===== src/rtl/mem_port_arbiter.sv =====
// Shares one Avalon-MM memory master between the instruction-fetch port and
// the data load/store port. Round-robin, one transaction per grant; the grant
// is held until every beat of a read burst has come back, so return data is
// steered by the current owner alone. Fetch data can be flushed after a jump.
module mem_port_arbiter #(
   parameter int p_addr_bits  = 32,
   parameter int p_data_bits  = 32,
   parameter int p_burst_bits = 8
) (
   input  logic                       clk,
   input  logic                       rst,
   input  logic [p_addr_bits-1:0]     i_inst_addr,
   input  logic                       i_inst_read,
   input  logic [p_burst_bits-1:0]    i_inst_burstcount,
   output logic                       o_inst_waitrequest,
   output logic [p_data_bits-1:0]     o_inst_readdata,
   output logic                       o_inst_readdatavalid,
   input  logic                       i_inst_flush,
   input  logic [p_addr_bits-1:0]     i_data_addr,
   input  logic                       i_data_read,
   input  logic                       i_data_write,
   input  logic [p_data_bits-1:0]     i_data_writedata,
   input  logic [p_data_bits/8-1:0]   i_data_byteenable,
   input  logic [p_burst_bits-1:0]    i_data_burstcount,
   output logic                       o_data_waitrequest,
   output logic [p_data_bits-1:0]     o_data_readdata,
   output logic                       o_data_readdatavalid,
   output logic [p_addr_bits-1:0]     o_addr,
   output logic                       o_read,
   output logic                       o_write,
   output logic [p_data_bits-1:0]     o_writedata,
   output logic [p_data_bits/8-1:0]   o_byteenable,
   output logic [p_burst_bits-1:0]    o_burstcount,
   input  logic                       i_waitrequest,
   input  logic [p_data_bits-1:0]     i_readdata,
   input  logic                       i_readdatavalid,
   output logic                       o_owner,
   output logic                       o_stray_err
);

   localparam logic [1:0] ST_IDLE  = 2'd0;
   localparam logic [1:0] ST_CMD   = 2'd1;
   localparam logic [1:0] ST_RDATA = 2'd2;

   localparam logic [p_burst_bits-1:0] ONE = p_burst_bits'(1);

   logic [1:0]              state_q, state_d;
   logic                    owner_q, owner_d;   // 0 = inst, 1 = data
   logic                    last_q, last_d;     // owner of the last completed transaction
   logic                    discard_q, discard_d;
   logic                    stray_q, stray_d;
   logic [p_burst_bits-1:0] cnt_q, cnt_d;
   logic [p_burst_bits-1:0] len_q, len_d;
   logic [p_burst_bits-1:0] cnt_inc;

   logic inst_req, data_req, own_req, own_wr, in_cmd, in_rdata;

   assign inst_req = i_inst_read;
   assign data_req = i_data_read | i_data_write;
   assign own_req  = owner_q ? data_req : inst_req;
   assign own_wr   = owner_q & i_data_write;      // write wins over a simultaneous read
   assign in_cmd   = (state_q == ST_CMD);
   assign in_rdata = (state_q == ST_RDATA);
   assign cnt_inc  = cnt_q + ONE;

   assign o_owner     = owner_q;
   assign o_stray_err = stray_q;

   // Command path: the owner's request passes straight through while in CMD.
   always_comb begin
      o_addr             = owner_q ? i_data_addr : i_inst_addr;
      o_writedata        = i_data_writedata;
      o_byteenable       = owner_q ? i_data_byteenable : '1;
      o_burstcount       = owner_q ? i_data_burstcount : i_inst_burstcount;
      o_read             = 1'b0;
      o_write            = 1'b0;
      o_inst_waitrequest = 1'b1;
      o_data_waitrequest = 1'b1;
      if (in_cmd) begin
         if (owner_q) begin
            o_write            = i_data_write;
            o_read             = i_data_read & ~i_data_write;
            o_data_waitrequest = i_waitrequest;
         end else begin
            o_read             = i_inst_read;
            o_inst_waitrequest = i_waitrequest;
         end
      end
   end

   // Return path: data fans out to both ports, valid only to the owner;
   // a flushed fetch burst is still drained but no longer delivered.
   always_comb begin
      o_inst_readdata      = i_readdata;
      o_data_readdata      = i_readdata;
      o_inst_readdatavalid = in_rdata & i_readdatavalid & ~owner_q & ~discard_q & ~i_inst_flush;
      o_data_readdatavalid = in_rdata & i_readdatavalid & owner_q;
   end

   // Arbitration and transaction sequencing.
   always_comb begin
      state_d   = state_q;
      owner_d   = owner_q;
      last_d    = last_q;
      cnt_d     = cnt_q;
      len_d     = len_q;
      discard_d = discard_q;
      stray_d   = stray_q;
      case (state_q)
         ST_IDLE: begin
            if (inst_req || data_req) begin
               state_d = ST_CMD;
               owner_d = (inst_req && data_req) ? ~last_q : data_req;
            end
         end
         ST_CMD: begin
            if (!own_req) begin
               state_d = ST_IDLE;               // request withdrawn, nothing issued
            end else if (!i_waitrequest) begin
               if (own_wr) begin
                  last_d  = owner_q;
                  state_d = ST_IDLE;
               end else begin
                  len_d   = (o_burstcount == '0) ? ONE : o_burstcount;
                  cnt_d   = '0;
                  state_d = ST_RDATA;
               end
            end
         end
         ST_RDATA: begin
            if (i_readdatavalid) begin
               cnt_d = cnt_inc;
               if (cnt_inc == len_q) begin
                  last_d  = owner_q;
                  state_d = ST_IDLE;
               end
            end
         end
         default: state_d = ST_IDLE;
      endcase
      if (i_inst_flush && !owner_q && (in_cmd || in_rdata))
         discard_d = 1'b1;
      if (state_d == ST_IDLE)
         discard_d = 1'b0;
      if (i_readdatavalid && !in_rdata)
         stray_d = 1'b1;
   end

   // State registers with synchronous reset.
   always_ff @(posedge clk) begin
      if (rst) begin
         state_q   <= ST_IDLE;
         owner_q   <= 1'b0;
         last_q    <= 1'b1;
         discard_q <= 1'b0;
         stray_q   <= 1'b0;
         cnt_q     <= '0;
         len_q     <= '0;
      end else begin
         state_q   <= state_d;
         owner_q   <= owner_d;
         last_q    <= last_d;
         discard_q <= discard_d;
         stray_q   <= stray_d;
         cnt_q     <= cnt_d;
         len_q     <= len_d;
      end
   end

endmodule


===== config.mk =====
export PLATFORM = sky130hd
export DESIGN_NAME = mem_port_arbiter
export DESIGN_NICKNAME = d
export VERILOG_FILES = /design/src/rtl/mem_port_arbiter.sv
export SDC_FILE = /design/constraint.sdc
export NUM_CORES = 1
export LEC_CHECK = 0
export ABC_AREA = 1
export CORE_AREA = 2 2 118 120
export CTS_BUF_LIST = sky130_fd_sc_hd__clkbuf_8
export DETAILED_ROUTE_END_ITERATION = 10
export DIE_AREA = 0 0 120 122
export GPL_ROUTABILITY_DRIVEN = 0
export PLACE_DENSITY_LB_ADDON = 0.1
export SLEW_MARGIN = 20
export SYNTH_ARGS = -nofsm -noshare
export SYNTH_HDL_FRONTEND = slang
export SYNTH_SLANG_ARGS = --single-unit

===== constraint.sdc =====
create_clock -name clk -period 2.5 [get_ports clk]
set_clock_uncertainty 0.15 [all_clocks]
set_input_delay 0.5 -clock clk [delete_from_list [all_inputs] [get_ports clk]]
set_output_delay 0.5 -clock clk [all_outputs]
set_load 0.01 [all_outputs]

Yosys cells after proc, flatten, opt, wreduce, memory -nomap -nowiden
Index checks and enable logic that the tools add are counted.
- register bits after elaboration: 22
- output and inout port bits: 148
- eq/ne operators: 9
- mux-type cells: 32
- reduce and logical (&&, ||, !) cells: 17
- bitwise logic cells: 15
- $add $sub $neg: 1
- operator list (cell ; number):
    $mux 8 ; 6
    $mux 32 ; 1
    $pmux 8 s2 ; 1
    $mux 1 ; 15
    $mux 2 ; 6
    $ne 2x2->1 const B ; 5
    $add 8x1->8 const B ; 1
    $eq 8x8->1 ; 1
    $logic_not 8->1 ; 1
    $and 1x1->1 ; 7
    $not 1->1 ; 7
    $pmux 2 s3 ; 1
    $reduce_and 6->1 ; 1
    $reduce_and 5->1 ; 1
    $logic_and 1x1->1 ; 4
    $logic_not 2->1 ; 2
    $mux 4 ; 1
    $reduce_and 4->1 ; 1
    $eq 2x1->1 const B ; 1
    $eq 2x2->1 const B ; 1
    $logic_not 1->1 ; 2
    $logic_or 1x1->1 ; 2
    $ne 2x1->1 const B ; 1
    $pmux 1 s2 ; 1
    4 further kinds ; 4

Logic depth before layout (Yosys ltp)
- word-level depth: 7
- gate-level depth with buffers: 15
- mapped depth without buffers: 15

Least setup slack after synthesis
No wires, ideal clock.
- path type: flip-flop to output port
- from: register owner_q, in the netlist o_owner
- to: output o_addr[13]
- arrival: 1.310 ns
- buffers on the path: 3
- path slack: 0.540 ns
- required time: 1.850 ns
- stages on the path, launching flop included: 7
- cells stage by stage: dfxtp_1 -> buf_4 -> inv_2 -> clkbuf_1 -> clkbuf_1 -> nand2_1 -> nand2_1
- word-level cells in the longest chain between the ends: 1
- RTL lines (element ; line ; source):
    start: declaration ; 48 ; logic owner_q, owner_d;
    start signal: assignment ; 161 ; owner_q <= owner_d;
    $mux 32 ; 71 ; o_addr = owner_q ? i_data_addr : i_inst_addr;
    end: declaration ; 28 ; output logic [p_addr_bits-1:0] o_addr,
No other way between the ends.

Worst setup path after layout
- from: register owner_q, in the netlist o_owner
- to: output o_burstcount[5]
- word-level cells in the longest chain between the ends: 1
- RTL lines (element ; line ; source):
    $mux 8 ; 74 ; o_burstcount = owner_q ? i_data_burstcount : i_inst_burstcount;
    end: declaration ; 33 ; output logic [p_burst_bits-1:0] o_burstcount,
No other way between the ends.

==> metrics <==
Die H between 100 and 150 um; status finished, final reports clean; cell area after layout between 0.003 and 0.004 sq mm; clock latency on the worst-skew pair about 0.26 ns; htree depth 1; Initial Utilization between 10% and 20%; Hold Crit Depth 2; Syn Inst Count roughly 440; Worst-path clk slew around 0.080 ns; CP max stage cell clkdlybuf4s50_1; DP Wirelength slightly below 8 mm; M1 wire length between 3 and 4 mm; Worst Path Max Fanout 24; hold path start len_q[5]$_SDFFE_PP0P_; Worst R2R Start state_q[0]$_SDFF_PP0_; DR vias/cell 3.86; critical path's top delay family buffers and inverters; initial antenna violation count 0; GRT Total Usage between 10 and 15%; synth-to-layout area growth 44.2%; Setup CP Type flop to output pin; crit path DAT between 1.5 and 2 ns; CTS root buffer clkbuf_8; warnings from Yosys 0; Final nets 660; fin crit share a little over nine tenths; layout cells sized above 1 under 10%; setup TNS 0 ns; Synth cell types 31; critical path's largest stage delay approximately 0.5 ns; max-slew violation count 0; # rows 43; Leak approximately 1.7 nW; Peak VDD IR around 0.00011 V; final number of setup-violating endpoints 0; FF-to-FF path depth 11; first-pass iteration count of the detailed router 4; clk sinks 22; Slew headroom 77.6%; largest net degree at the start of global routing 25; RSZ-0062 raised after global routing no; Setup crit end kind output pin; Req. time, crit path around 1.9 ns; core area approximately 0.014 sq mm; Place WS -0.114 ns; Seq cells post-synth 22; CTS max path bufs 2; Seq/Total Area, Yosys between 10% and 20%; vias 2,613; CTS tree yes; Hold WC Path Type flop to flop; share of the synthesized area in the top cell type 28.3%; r2r endpoint cnt_q[6]$_SDFFE_PP0P_; routed wl met2 approximately 4.8 mm; number of DRC markers in iteration 0 81; post-route worst setup slack between 0.08 and 0.09 ns; flop2flop setup slack between 0.3 and 0.4 ns; worst hold slack 0.335 ns; area leader, netlist buf_4; final hold vios 0; fin crit period 2.42 ns; CP bufs+invs 3; die area approximately 0.015 sq mm; synthesized cell area 0.00257 sq mm; crit start category flop; Inst Count DP 674; max cap viols 0; DRC errors left 0; Worst Hold End len_q[5]$_SDFFE_PP0P_; first-pass GRT wire length between 10 and 15 mm; Die X around 120 um; Mapped Avg Cell Area between 5 and 6 sq um; grt ovf 0; CTS Hold Buffers Added 0; worst-margin pin slew 0.336 ns; Antenna diodes 0; power per standard cell area approximately 360 mW/mm^2; metal3 WL 886 um; critical-path cell list buf_8 > mux2i_2 > inv_1 > clkdlybuf4s50_1; Fmax 414 MHz; vias in the first global route between 2,000 and 3,000; syn nets about 600; Post-Route WL around 9 mm; IO Count around 300; top cells by area, synth buf_4, nand2_1, dfxtp_1; per-cell routed wire length ~13 um; Top Metal Used met4; Placed Area approximately 0.0036 sq mm; Port-buffer cells ~140; DRT antenna net count 0; non-filler instance count after layout between 600 and 700; total CTS buffers 3
cells in the mapped netlist (all sizes together):
cell	instances
nor2	27
buf	97
nand3	17
xnor2	1
a31oi	1
mux2i	2
nor3	2
xor2	1
or2	6
nand2	165
inv	38
o2111ai	1
nor4	2
a21oi	22
a31o	1
o211ai	1
clkbuf	10
ha	5
o22ai	1
a211oi	1
a32oi	1
dfxtp	22
o21ai	13
through the flow:
stage / total power, mW / util [%]
2_1_floorplan: 0.836 / -
3_3_place_gp: 1.15 / 26.9
3_5_place_dp: 1.15 / 26.9
4_1_cts: 1.38 / 27.3
5_1_grt: 1.45 / 27.5
6_report: 1.35 / 27.5
cell usage in the layout (no fill, tap or decap), drive strengths merged, types with 3 or more instances in the layout:
master,netlist,layout
buf,97,21
inv,38,38
or2,6,6
a21oi,22,22
ha,5,5
clkbuf,10,3
dlymetal6s2s,0,3
o21ai,13,13
nand2,165,165
nand3,17,17
clkdlybuf4s50,0,138
nor2,27,27
dfxtp,22,22
worst max path at each step:
stage	startpoint	to	slack (ns)	depth (start not counted)
2_1_floorplan	o_owner$_SDFFE_PP0P_	o_addr[13]	0.54	6
5_1_grt	o_owner$_SDFFE_PP0P_	o_addr[20]	0.008	5
3_3_place_gp	i_data_read	o_read	-0.09	6
4_1_cts	state_q[1]$_SDFF_PP0_	o_write	0.005	5
6_report	o_owner$_SDFFE_PP0P_	o_burstcount[5]	0.08	4
3_5_place_dp	i_data_read	o_read	-0.11	6
registers in the layout (all words and copies together) (netlist names):
name and cells:
state_q 2, len_q 8, cnt_q 8, last_q 1, discard_q 1, o_stray_err 1
o_owner 1
layer usage:
metal  vias up  GRT usage [%]
li1       1371              -
met1      1121           10.9
met2       116           22.7
met3         5           4.59
met4         0           1.99
met5         -              0
tightest hold or removal path, cell delays in order, from the launching register on:
cell and delay [ns]:
dfxtp_1 0.32, inv_1 0.07, a21oi_1 0.06
timing repair:
| item | in CTS | in global routing |
|---|---|---|
| setup endpoints to repair | 6 | 5 |
| setup buffers | 0 | 0 |
| gates resized for setup | 6 | 6 |
area by class of cell:
class	instances	area [sq um]
fillers	1536	9790
repair buffers	164	1610
multi-input cells	270	1240
flip-flops and latches	22	442
well taps	180	225
inverters	38	145
clock buffers	3	41.3
cells by family after synthesis:
family                     Yosys count  share of synthesized area, %
muxes                                2                         0.777
AOI/OAI and AO/OA                   42                          9.23
xor gates and xnor gates             2                         0.680
adders and majority gates            5                          2.43
and+or+nand+nor                    219                          34.5
buffers and inverters              145                          35.3
DFF                                 22                          17.1
power by group:
part / total (mW) / leakage, nW / switching (mW) / internal (mW)
logic: 0.737 / 1.47 / 0.325 / 0.412
registers: 0.388 / 0.179 / 0.0175 / 0.371
clock network: 0.225 / 0.0216 / 0.118 / 0.108
total: 1.35 / 1.67 / 0.461 / 0.890
Power figures use the tool's default switching activity.
